[src/rtl/pc_sequencer.sv]
// Fetch/branch sequencer: runs the instruction-memory handshake, picks the PC
// function select on retirement and counts retired instructions.
module pc_sequencer #(
  parameter int unsigned TIMEOUT = 15,
  parameter int unsigned CNT_W   = 16
) (
  input  logic             clock,
  input  logic             reset,
  input  logic             start,
  input  logic             imem_ack,
  input  logic             stall,
  input  logic             branch_req,
  input  logic             branch_cond,
  input  logic             branch_abs,
  input  logic             halt_req,
  output logic [1:0]       PS,
  output logic             imem_req,
  output logic             inst_valid,
  output logic             halted,
  output logic             error,
  output logic [CNT_W-1:0] instr_count
);

  typedef enum logic [2:0] {
    ST_IDLE  = 3'd0,
    ST_FETCH = 3'd1,
    ST_EXEC  = 3'd2,
    ST_HALT  = 3'd3,
    ST_ERROR = 3'd4
  } state_t;

  localparam logic [1:0] PS_HOLD = 2'b00;
  localparam logic [1:0] PS_INC  = 2'b01;
  localparam logic [1:0] PS_LOAD = 2'b10;
  localparam logic [1:0] PS_REL  = 2'b11;
  localparam logic [7:0] WAIT_LAST = 8'(TIMEOUT - 1);

  state_t           state_q, state_d;
  logic [7:0]       wait_q, wait_d;
  logic [CNT_W-1:0] cnt_q, cnt_d;

  // State, fetch wait counter and retired-instruction counter
  always_ff @(posedge clock or negedge reset) begin
    if (!reset) begin
      state_q <= ST_IDLE;
      wait_q  <= 8'd0;
      cnt_q   <= {CNT_W{1'b0}};
    end else begin
      state_q <= state_d;
      wait_q  <= wait_d;
      cnt_q   <= cnt_d;
    end
  end

  // Next state and Mealy outputs; wait counter only survives inside an unacked FETCH
  always_comb begin
    state_d    = state_q;
    wait_d     = 8'd0;
    cnt_d      = cnt_q;
    PS         = PS_HOLD;
    imem_req   = 1'b0;
    inst_valid = 1'b0;
    halted     = 1'b0;
    error      = 1'b0;
    case (state_q)
      ST_IDLE: begin
        if (start) state_d = ST_FETCH;
        else       state_d = ST_IDLE;
      end
      ST_FETCH: begin
        imem_req = 1'b1;
        // An ack arriving on the final count still wins over the timeout
        if (imem_ack) begin
          state_d = ST_EXEC;
        end else if (wait_q == WAIT_LAST) begin
          state_d = ST_ERROR;
        end else begin
          state_d = ST_FETCH;
          wait_d  = wait_q + 8'd1;
        end
      end
      ST_EXEC: begin
        inst_valid = 1'b1;
        if (stall) begin
          state_d = ST_EXEC;
        end else if (halt_req) begin
          state_d = ST_HALT;
          cnt_d   = cnt_q + CNT_W'(1);
        end else if (branch_req && branch_cond) begin
          if (branch_abs) PS = PS_LOAD;
          else            PS = PS_REL;
          state_d = ST_FETCH;
          cnt_d   = cnt_q + CNT_W'(1);
        end else begin
          PS      = PS_INC;
          state_d = ST_FETCH;
          cnt_d   = cnt_q + CNT_W'(1);
        end
      end
      ST_HALT: begin
        halted = 1'b1;
        if (start) state_d = ST_FETCH;
        else       state_d = ST_HALT;
      end
      ST_ERROR: begin
        error   = 1'b1;
        state_d = ST_ERROR;
      end
      default: begin
        state_d = ST_IDLE;
      end
    endcase
  end

  assign instr_count = cnt_q;

endmodule
[config.mk]
export PLATFORM = sky130hd
export DESIGN_NAME = pc_sequencer
export DESIGN_NICKNAME = d
export VERILOG_FILES = /design/src/rtl/pc_sequencer.sv
export SDC_FILE = /design/constraint.sdc
export NUM_CORES = 1
export LEC_CHECK = 0
export BUFFER_PORTS_ARGS = -buffer_cell sky130_fd_sc_hd__buf_2
export CELL_PAD_IN_SITES_DETAIL_PLACEMENT = 1
export CELL_PAD_IN_SITES_GLOBAL_PLACEMENT = 1
export CORE_UTILIZATION = 39
export CTS_CLUSTER_DIAMETER = 100
export DETAILED_ROUTE_END_ITERATION = 8
export PLACE_DENSITY_LB_ADDON = 0.08
export SYNTH_ARGS = -nofsm -noshare
export SYNTH_HDL_FRONTEND = slang
export SYNTH_SLANG_ARGS = --single-unit
[constraint.sdc]
create_clock -name clock -period 2.4 [get_ports clock]
set_clock_uncertainty 0.05 [all_clocks]
set_input_delay 0.72 -clock clock [delete_from_list [all_inputs] [get_ports clock]]
set_output_delay 0.72 -clock clock [all_outputs]
set_load 0.01 [all_outputs]
==> flow_summary.yaml, run 1 <==
routing:
  routed_wire_length_per_instance_um: 13.2
  detail_route.drc_violations: 0
  drt-total-wl_mm: 2.89
  detailroute.via_count: 1103
  drt-initial-drc-count: 29
  route.antenna.remaining_nets: 0
  vias_cell: 5.04
  first_pass_drt_iterations: 4
worst_setup_path:
  crit_buf_inv: 2
  timing.critical_path.to_type: "output pin"
  worst_ep_required_time_ns: 1.63
  critical_path.startpoint_type: "input pin"
  path_cells: "buf_6, or4b_4, a311oi_2, buf_2"
  setup.worst_path.class: "in2out"
  setup.reg_to_reg.worst_slack_ns: 0.12
  critPathCapture: "PS[0]"
  rr_worst_depth: 7
  cpLargestDelayFamily: "simple AND/OR/NAND/NOR gates"
  critical_path_arrival_ns: 1.71
  critical_path.reg2reg.startpoint: "state_q[0]"
  worst-path-max-fanout: 3
  crit_slowest_cell: "or4b_4"
  worst-path-stages: 4
  rr_endpoint: "instr_count[12]"
  critPathLaunch: "stall"
  crit_path_max_incr_delay_ns: 0.55
outcome:
  outcome: "complete, but fails checks"
  failed_checks: "negative setup slack"
global_routing:
  grt_pass1_vias: 1127
  grt_remaining_overflow: 0
  maximum_number_of_pins_on_one_net_before_global_route_repair: 28
  grt_pass1_wl_mm: 4.95
  number_of_antenna_violations_at_the_first_check_in_global_routing: 0
  grt_overall_usage_pct: 18.5
cts:
  cts_inserted_buffers: 3
  clock_tree_root_driver_cell: "clkbuf_4"
  clock_insertion_delay_worst_skew_ns: 0.32
  cts_max_path_buffers: 2
  ctsHoldBuffers: 0
  tritoncts: "yes"
  cts-htree-levels: 1
  path_clk_slew_ns: 0.15
  cts_num_sinks: 27
floorplanning:
  die-area_sq_um: 3590
  core_area_sq_um: 3130
  die_w_um: 59.9
  initial_core_util_pct: 41.8
  die_y_um: 59.9
  floorplan.io_pins: 31
  std_cell_rows: 20
layout:
  layout-area-overhead-vs-synth_pct: 23.6
  nFillCells: 390
  multi_input_area_sq_um: 612
  final_cell_area_sq_um: 1620
  seqCellArea_sq_um: 676
  postLayoutCoreUtil_pct: 51.7
  n_antenna_cell: 0
  layout-drive-gt1-share_pct: 28.0
  fin_nets: 188
sta:
  grt_setup_unrepaired: "yes"
  post-route-period-util_pct: 103
  hold_slack_ns: 0.335
  worst_slew_pin_slew_ns: 0.613
  maxSlewHeadroom_pct: 59.1
  timing_max_transition_violations_final: 0
  clock.fmax_ghz: 0.403
  final_hold_violating_endpoints: 0
  final_critical_path_setup_slack_ns: -0.0820
  period_needed_ns: 2.48
  timing.final.setup_violations: 2
min_path:
  min_path_type: "in2async"
power:
  p_int_uw: 525
  total_leakage_power_uw: 0.000798
  vdd.ir_drop.worst_uv: 171
  power-per-cell-area_nw_per_um2: 417
  net-switching-power_uw: 148
  switching_share_pct: 22.0
  power_frac_clock_pct: 29.1
  pwr-share-comb_pct: 3.3
  power_frac_seq_pct: 67.5
  p_total_uw: 674
logic_synthesis:
  mappedNetlistArea_sq_um: 1310
  synth_enable_flop_cells: 0
  yosys.cell_types.count: 30
  synth_top_area_share_pct: 51.7
  asyncSetResetFlopFracSynth_pct: 100
  yosys-top-cells-count: "dfrtp_1, nor2_1, nand2_1"
  postSynthAreaPerCell_sq_um: 9.76
  synthesized_netlist_cell_count: 134
  synth-main-ff-cell: "dfrtp_1"
  net_count_after_synthesis: 146
  synth_most_common_cell: "dfrtp_1"
  synthTopCellsByArea: "dfrtp_1, xnor2_1, nor2_1"
  synth_top_area_cell: "dfrtp_1"
  synth_seq_area_share_pct: 51.7
  synth-seq-cells: 27
  synth-warning-count: 0
place:
  placed_cell_area_sq_um: 1560
  gpl.final_weighted_congestion: 0.833
  buffer_ports.inserted: 30
  detailed_place_hpwl_mm: 2.22
flow_run:
  max-cap-violations: 0
## area by class of cell
type | count | share of cell area [%]
clock buffers | 3 | 1.39
flip-flops and latches | 27 | 41.8
well taps | 44 | 3.41
inverters | 6 | 1.39
repair buffers | 39 | 13.9
multi-input cells | 99 | 37.8
clock inverters | 1 | 0.310
## layer usage
metal	track usage, %	routed length (um)	up-vias	part of all wire [%]
li1	-	-	529	-
met1	21.9	1220	556	42
met2	34.3	1580	16	55
met3	2.60	64	2	2.2
met4	5.32	21	0	0.73
met5	0	0	-	0
## worst min-delay path by stage
stage | cells after the start | end
after floorplan | 0 | instr_count[0]
after global placement | 1 | instr_count[15]
after detailed placement | 1 | instr_count[15]
after CTS | 1 | state_q[1]
after global routing | 1 | instr_count[3]
final | 1 | instr_count[3]
## power groups by stage
stage	combinational, uW	clock [uW]	sequential, uW
5_1_grt	25.7	231	455
4_1_cts	23.2	209	455
2_1_floorplan	2.30	0	464
6_report	22.4	196	455
3_3_place_gp	21.4	0	464
3_5_place_dp	22.3	0	464
## flip-flops by register name (all words and copies together) (netlist names)
register and count:
instr_count 16, wait_q 8, state_q 3
## cells by family (layout without fill, tap and decap cells)
logic type,after synthesis,count (layout),synth area share (%)
simple gates,66,66,24.9
fa+ha+maj,3,3,2.87
compound gates,11,11,5.17
flops,27,27,51.7
buf+inv,8,49,2.68
xor+xnor,19,19,12.7
## cell usage in the layout (no fill, tap or decap), drive strengths merged, types with 2 or more instances in the layout
cell type and count:
a21oi 3, buf 39, nor2 23, nor4b 2
clkbuf 3, nand3 6, nand2b 3, nor3 5
xor2 8, inv 6, xnor2 11, o21ai 3
nand2 16, or3 2, nand4 2, ha 3
dfrtp 27
## repair_timing
action                                  in CTS  in global routing
gates resized for setup                      2                  0
endpoints found under the setup margin       2                  2
pin swaps                                    0                  1
setup buffers                                1                  1
## through the flow
step | setup WS [ns] | TNS [ns] | std cells
2_1_floorplan | 0.0299 | 0 | 134
3_3_place_gp | -0.126 | -0.518 | 213
3_5_place_dp | -0.133 | -0.685 | 213
4_1_cts | -0.0389 | -0.0389 | 218
5_1_grt | -0.102 | -0.174 | 219
6_report | -0.0820 | -0.134 | 219
(Power assumes the default switching activity.)
==> run 2: changes to the inputs <==
- CELL_PAD_IN_SITES_DETAIL_PLACEMENT: 1 -> 0
- CELL_PAD_IN_SITES_GLOBAL_PLACEMENT: 1 -> 2
- CORE_UTILIZATION: 39 -> 32
==> run 2 against run 1 <==
  * The flow still finishes with violations (negative setup slack)
  * Power rose by 11%
  * Non-clock buffer count shrank 1
  * Die area rose by 21%
  * Wire length fell by 9.6%
  * Worst hold slack better by 0.064 ns
  * Flip-flop and latch count stayed put
  * Combinational power barely moved
  * Largest power group unchanged
  * Cell area increased by 1.2%
  * Cell count increased by 1.4%
  * Via count decreased by 7.1%
  * Fmax is 2.5% higher
==> flow_summary.yaml, run 2 (same netlist as run 1, synthesis figures left out) <==
outcome:
  outcome: "complete, but fails checks"
  failed_checks: "negative setup slack"
sta:
  post-route-period-util_pct: 101
  final_critical_path_setup_slack_ns: -0.0212
  maxSlewHeadroom_pct: 58.3
  period_needed_ns: 2.42
  clock.fmax_ghz: 0.413
  worst_slew_pin_slew_ns: 0.625
  timing_max_transition_violations_final: 0
  final_hold_violating_endpoints: 0
  timing.final.setup_violations: 1
  grt_setup_unrepaired: "yes"
floorplanning:
  die-area_sq_um: 4350
  floorplan.io_pins: 31
  initial_core_util_pct: 34.4
  core_area_sq_um: 3800
  std_cell_rows: 22
  die_y_um: 65.9
  die_w_um: 65.9
worst_setup_path:
  crit_buf_inv: 2
  critical_path.startpoint_type: "input pin"
  path_cells: "buf_6, or4b_4, a311oi_2, buf_2"
  setup.worst_path.class: "in2out"
  worst-path-max-fanout: 3
  critical_path_arrival_ns: 1.65
  crit_path_max_incr_delay_ns: 0.49
  timing.critical_path.to_type: "output pin"
  worst_ep_required_time_ns: 1.63
  cpLargestDelayFamily: "simple AND/OR/NAND/NOR gates"
  crit_slowest_cell: "or4b_4"
place:
  detailed_place_hpwl_mm: 1.96
  dp_slack_ns: -0.143
  placed_cell_area_sq_um: 1580
  gpl.final_weighted_congestion: 0.776
  buffer_ports.inserted: 30
layout:
  final_cell_area_sq_um: 1640
  fin_nets: 187
  most-common-layout-cells: "buf_2, dfrtp_1, nor2_1, nand2_1, xnor2_1"
  mostFrequentLayoutCell: "buf_2"
  largest_reg_flops: 16
  layout-area-overhead-vs-synth_pct: 25.1
  n_antenna_cell: 0
  nFillCells: 394
  layout-drive-gt1-share_pct: 27.6
power:
  p_int_uw: 580
  vdd.ir_drop.worst_uv: 251
  net-switching-power_uw: 167
  power_frac_clock_pct: 36.2
  switching_share_pct: 22.3
  total_leakage_power_uw: 0.000798
  power_frac_seq_pct: 60.8
  p_total_uw: 747
  pwr-share-comb_pct: 3.0
  power-per-cell-area_nw_per_um2: 457
routing:
  vias_cell: 4.62
  detailroute.via_count: 1025
  drt-initial-drc-count: 23
  routed_wire_length_per_instance_um: 11.8
  first_pass_drt_iterations: 4
  route.antenna.remaining_nets: 0
  detail_route.drc_violations: 0
  drt-total-wl_mm: 2.61
cts:
  tritoncts: "yes"
  clock_insertion_delay_worst_skew_ns: 0.27
  cts_num_sinks: 27
  ctsHoldBuffers: 0
  clock_tree_root_driver_cell: "clkbuf_8"
  cts-htree-levels: 1
  cts_max_path_buffers: 2
  post_cts_setup_buffers: 0
  cts_inserted_buffers: 3
  path_clk_slew_ns: 0.10
global_routing:
  grt_pass1_wl_mm: 4.64
  grt_remaining_overflow: 0
  grt_pass1_vias: 1047
  number_of_antenna_violations_at_the_first_check_in_global_routing: 0
  grt_overall_usage_pct: 14.2
  maximum_number_of_pins_on_one_net_before_global_route_repair: 28
flow_run:
  max-cap-violations: 0
min_path:
  min_path_type: "in2async"
## run 2: cell count changes in the layout (fill, tap and decap cells not counted), sizes merged
cell | before | now
buf | 39 | 38
clkinv | 1 | 0
clkinvlp | 0 | 1
## run 2: path summary, 6_finish.rpt
check / from / end / slack, ns / depth (start not counted)
max in group asynchronous: reset / wait_q[3] / 1.50 / 1
worst max-delay path: stall / PS[0] / -0.02 / 4
worst max register to register: state_q[2] / instr_count[15] / 0.29 / 5
worst min-delay path: reset / instr_count[5] / 0.40 / 1
min in group clock: instr_count[15] / instr_count[15] / 0.43 / 1
worst min register to register: instr_count[15] / instr_count[15] / 0.43 / 1
## run 2: area by class of cell
class                           instances  area, sq um  share of cell area (%)
Clock inverter                          1         7.51                   0.459
Clock buffer                            3         41.3                    2.52
Multi-Input combinational cell         99          612                    37.4
Tap cell                               48         60.1                    3.67
Inverter                                6         22.5                    1.38
Sequential cell                        27          676                    41.3
Timing Repair Buffer                   38          216                    13.2
## run 2: routing by layer
metal	track usage (%)	routed length (um)
met3	4.31	103
met4	4.08	23
met5	0	0
met2	23.6	1250
met1	17.6	1240
## run 2: per-stage QoR
step | utilization [%] | cells | setup TNS, ns | hold slack [ns]
floorplan | - | 134 | 0 | 0.374
global placement | 41.5 | 218 | -0.533 | 0.402
detailed placement | 41.5 | 218 | -0.648 | 0.415
CTS | 43.1 | 222 | -0.0306 | 0.429
global route | 43.1 | 222 | -0.0498 | 0.438
finish | 43.1 | 222 | -0.0212 | 0.398
## run 2: power by group through the flow
| stage | logic (uW) | registers (uW) | clock network, uW |
|---|---|---|---|
| after floorplan | 2.30 | 464 | 0 |
| after global placement | 21.9 | 464 | 0 |
| after detailed placement | 22.7 | 464 | 0 |
| after CTS | 23.8 | 455 | 279 |
| after global routing | 26.2 | 455 | 300 |
| final | 22.3 | 455 | 271 |
## run 2: what timing repair did
action / in CTS / in global routing
pin swaps: 1 / 0
endpoints found under the setup margin: 2 / 1
resized for setup: 2 / 0
==> run 3: changes to the inputs <==
- REMOVE_ABC_BUFFERS: default -> 1
==> run 3 against run 2 <==
  * The run still ends with negative setup slack left
  * Worst hold slack better by 0.0031 ns
  * Fmax decreased by 0.76%
  * Cell area decreased by 0.54%
  * Die area unchanged
  * Critical endpoint unchanged
  * Largest cell class unchanged
  * Largest power group unchanged
==> flow_summary.yaml, run 3 (same netlist as run 1, synthesis figures left out) <==
sta:
  timing_max_transition_violations_final: 0
  final_hold_violating_endpoints: 0
  setup-tns-final_ns: -0.0399
  timing.final.setup_violations: 1
  grt_setup_unrepaired: "yes"
  clock.fmax_ghz: 0.410
  final_critical_path_setup_slack_ns: -0.0399
  post-route-period-util_pct: 102
  period_needed_ns: 2.44
  maxSlewHeadroom_pct: 58.6
  worst_slew_pin_slew_ns: 0.621
layout:
  largest_reg_flops: 16
  layout-area-overhead-vs-synth_pct: 24.4
  most-common-layout-cells: "buf_2, dfrtp_1, nor2_1, nand2_1, xnor2_1"
  postLayoutCoreUtil_pct: 42.8
  mostFrequentLayoutCell: "buf_2"
  fin_nets: 186
  n_antenna_cell: 0
  layout-drive-gt1-share_pct: 27.7
  final_cell_area_sq_um: 1630
routing:
  detail_route.drc_violations: 0
  first_pass_drt_iterations: 4
  drt-total-wl_mm: 2.49
  routed_wire_length_per_instance_um: 11.3
  route.antenna.remaining_nets: 0
  vias_cell: 4.67
  drt-initial-drc-count: 33
  detailroute.via_count: 1033
place:
  gpl.final_weighted_congestion: 0.753
  placed_cell_area_sq_um: 1550
  buffer_ports.inserted: 30
  detailed_place_hpwl_mm: 1.80
power:
  power-per-cell-area_nw_per_um2: 455
  vdd.ir_drop.worst_uv: 174
  p_total_uw: 741
  total_leakage_power_uw: 0.000797
cts:
  cts_max_path_buffers: 2
  cts_inserted_buffers: 3
  ctsHoldBuffers: 0
  path_clk_slew_ns: 0.10
  clock_insertion_delay_worst_skew_ns: 0.27
  cts-htree-levels: 1
  cts_num_sinks: 27
  clock_tree_root_driver_cell: "clkbuf_8"
  tritoncts: "yes"
global_routing:
  maximum_number_of_pins_on_one_net_before_global_route_repair: 28
  grt_overall_usage_pct: 13.3
  grt_remaining_overflow: 0
  number_of_antenna_violations_at_the_first_check_in_global_routing: 0
  grt_pass1_wl_mm: 4.38
  grt_pass1_vias: 1006
floorplanning:
  core_area_sq_um: 3800
  die-area_sq_um: 4350
  die_y_um: 65.9
  die_w_um: 65.9
  floorplan.io_pins: 31
  std_cell_rows: 22
  initial_core_util_pct: 34.4
worst_setup_path:
  setup.worst_path.class: "in2out"
  path_cells: "buf_6, or4b_4, a311oi_2, buf_2"
  crit_slowest_cell: "or4b_4"
  worst-path-max-fanout: 3
  crit_buf_inv: 2
  crit_path_max_incr_delay_ns: 0.49
  critical_path_arrival_ns: 1.67
  rr_worst_depth: 5
  critical_path.startpoint_type: "input pin"
  worst-path-stages: 4
  timing.critical_path.to_type: "output pin"
  worst_ep_required_time_ns: 1.63
  cpLargestDelayFamily: "simple AND/OR/NAND/NOR gates"
outcome:
  outcome: "complete, but fails checks"
  failed_checks: "negative setup slack"
flow_run:
  max-cap-violations: 0
min_path:
  min_path_type: "in2async"
==> run 3: cell types whose count changed in the layout (fill, tap and decap cells not counted) <==
cell	delta
dfrtp_2	+1
clkinvlp_4	-1
buf_4	-1
clkinv_2	+1
dfrtp_1	-1
==> run 3: worst register-to-register path, cell delays in order (launching register included) <==
cell,delay (ns)
dfrtp_2,0.45
or4b_4,0.57
buf_4,0.18
or4_4,0.54
nor3_2,0.18
xor2_1,0.15
==> run 3: worst paths after layout <==
check / from / endpoint / slack [ns]
min: reset / instr_count[13] / 0.40
min in group clock: instr_count[15] / instr_count[15] / 0.43
max reg2reg: state_q[2] / instr_count[15] / 0.22
max: stall / PS[0] / -0.04
max in group asynchronous: reset / state_q[2] / 1.45
min reg2reg: instr_count[15] / instr_count[15] / 0.43
==> run 3: cell type report <==
cell class / instances / area, sq um
clock inverter: 1 / 5.00
clock buffer: 3 / 41.3
multi-input combinational: 99 / 612
fill: 378 / 2170
tap: 48 / 60.1
inverter: 6 / 22.5
sequential: 27 / 677
timing repair buffer: 37 / 209
==> run 3: repair_timing <==
item | CTS | global route
pin swaps | 1 | 1
gates cloned | 0 | 0
resized for setup | 3 | 2
setup buffers | 0 | 1
setup endpoints to repair | 2 | 2
endpoints found under the hold margin | 0 | 0
==> run 3: power breakdown <==
part / internal, uW / switching [uW] / total, uW
clock network: 116 / 147 / 264
logic: 7.91 / 14.4 / 22.3
registers: 455 / 0 / 455
total: 579 / 162 / 741
==> run 3: metrics by stage <==
step	cells	hold slack, ns	setup slack, ns
finish	221	0.402	-0.0399
global route	221	0.448	-0.0810
CTS	220	0.421	-0.0390
detailed placement	216	0.412	-0.134
global placement	216	0.401	-0.118
floorplan	132	0.374	-0.107
==> run 3: layer usage <==
metal,GRT usage (%),share of wire (%),vias to the layer above
li1,-,-,526
met1,17.9,51,489
met2,20.4,45,16
met3,2.07,3.3,2
met4,6.52,0.92,0
met5,0,0,-
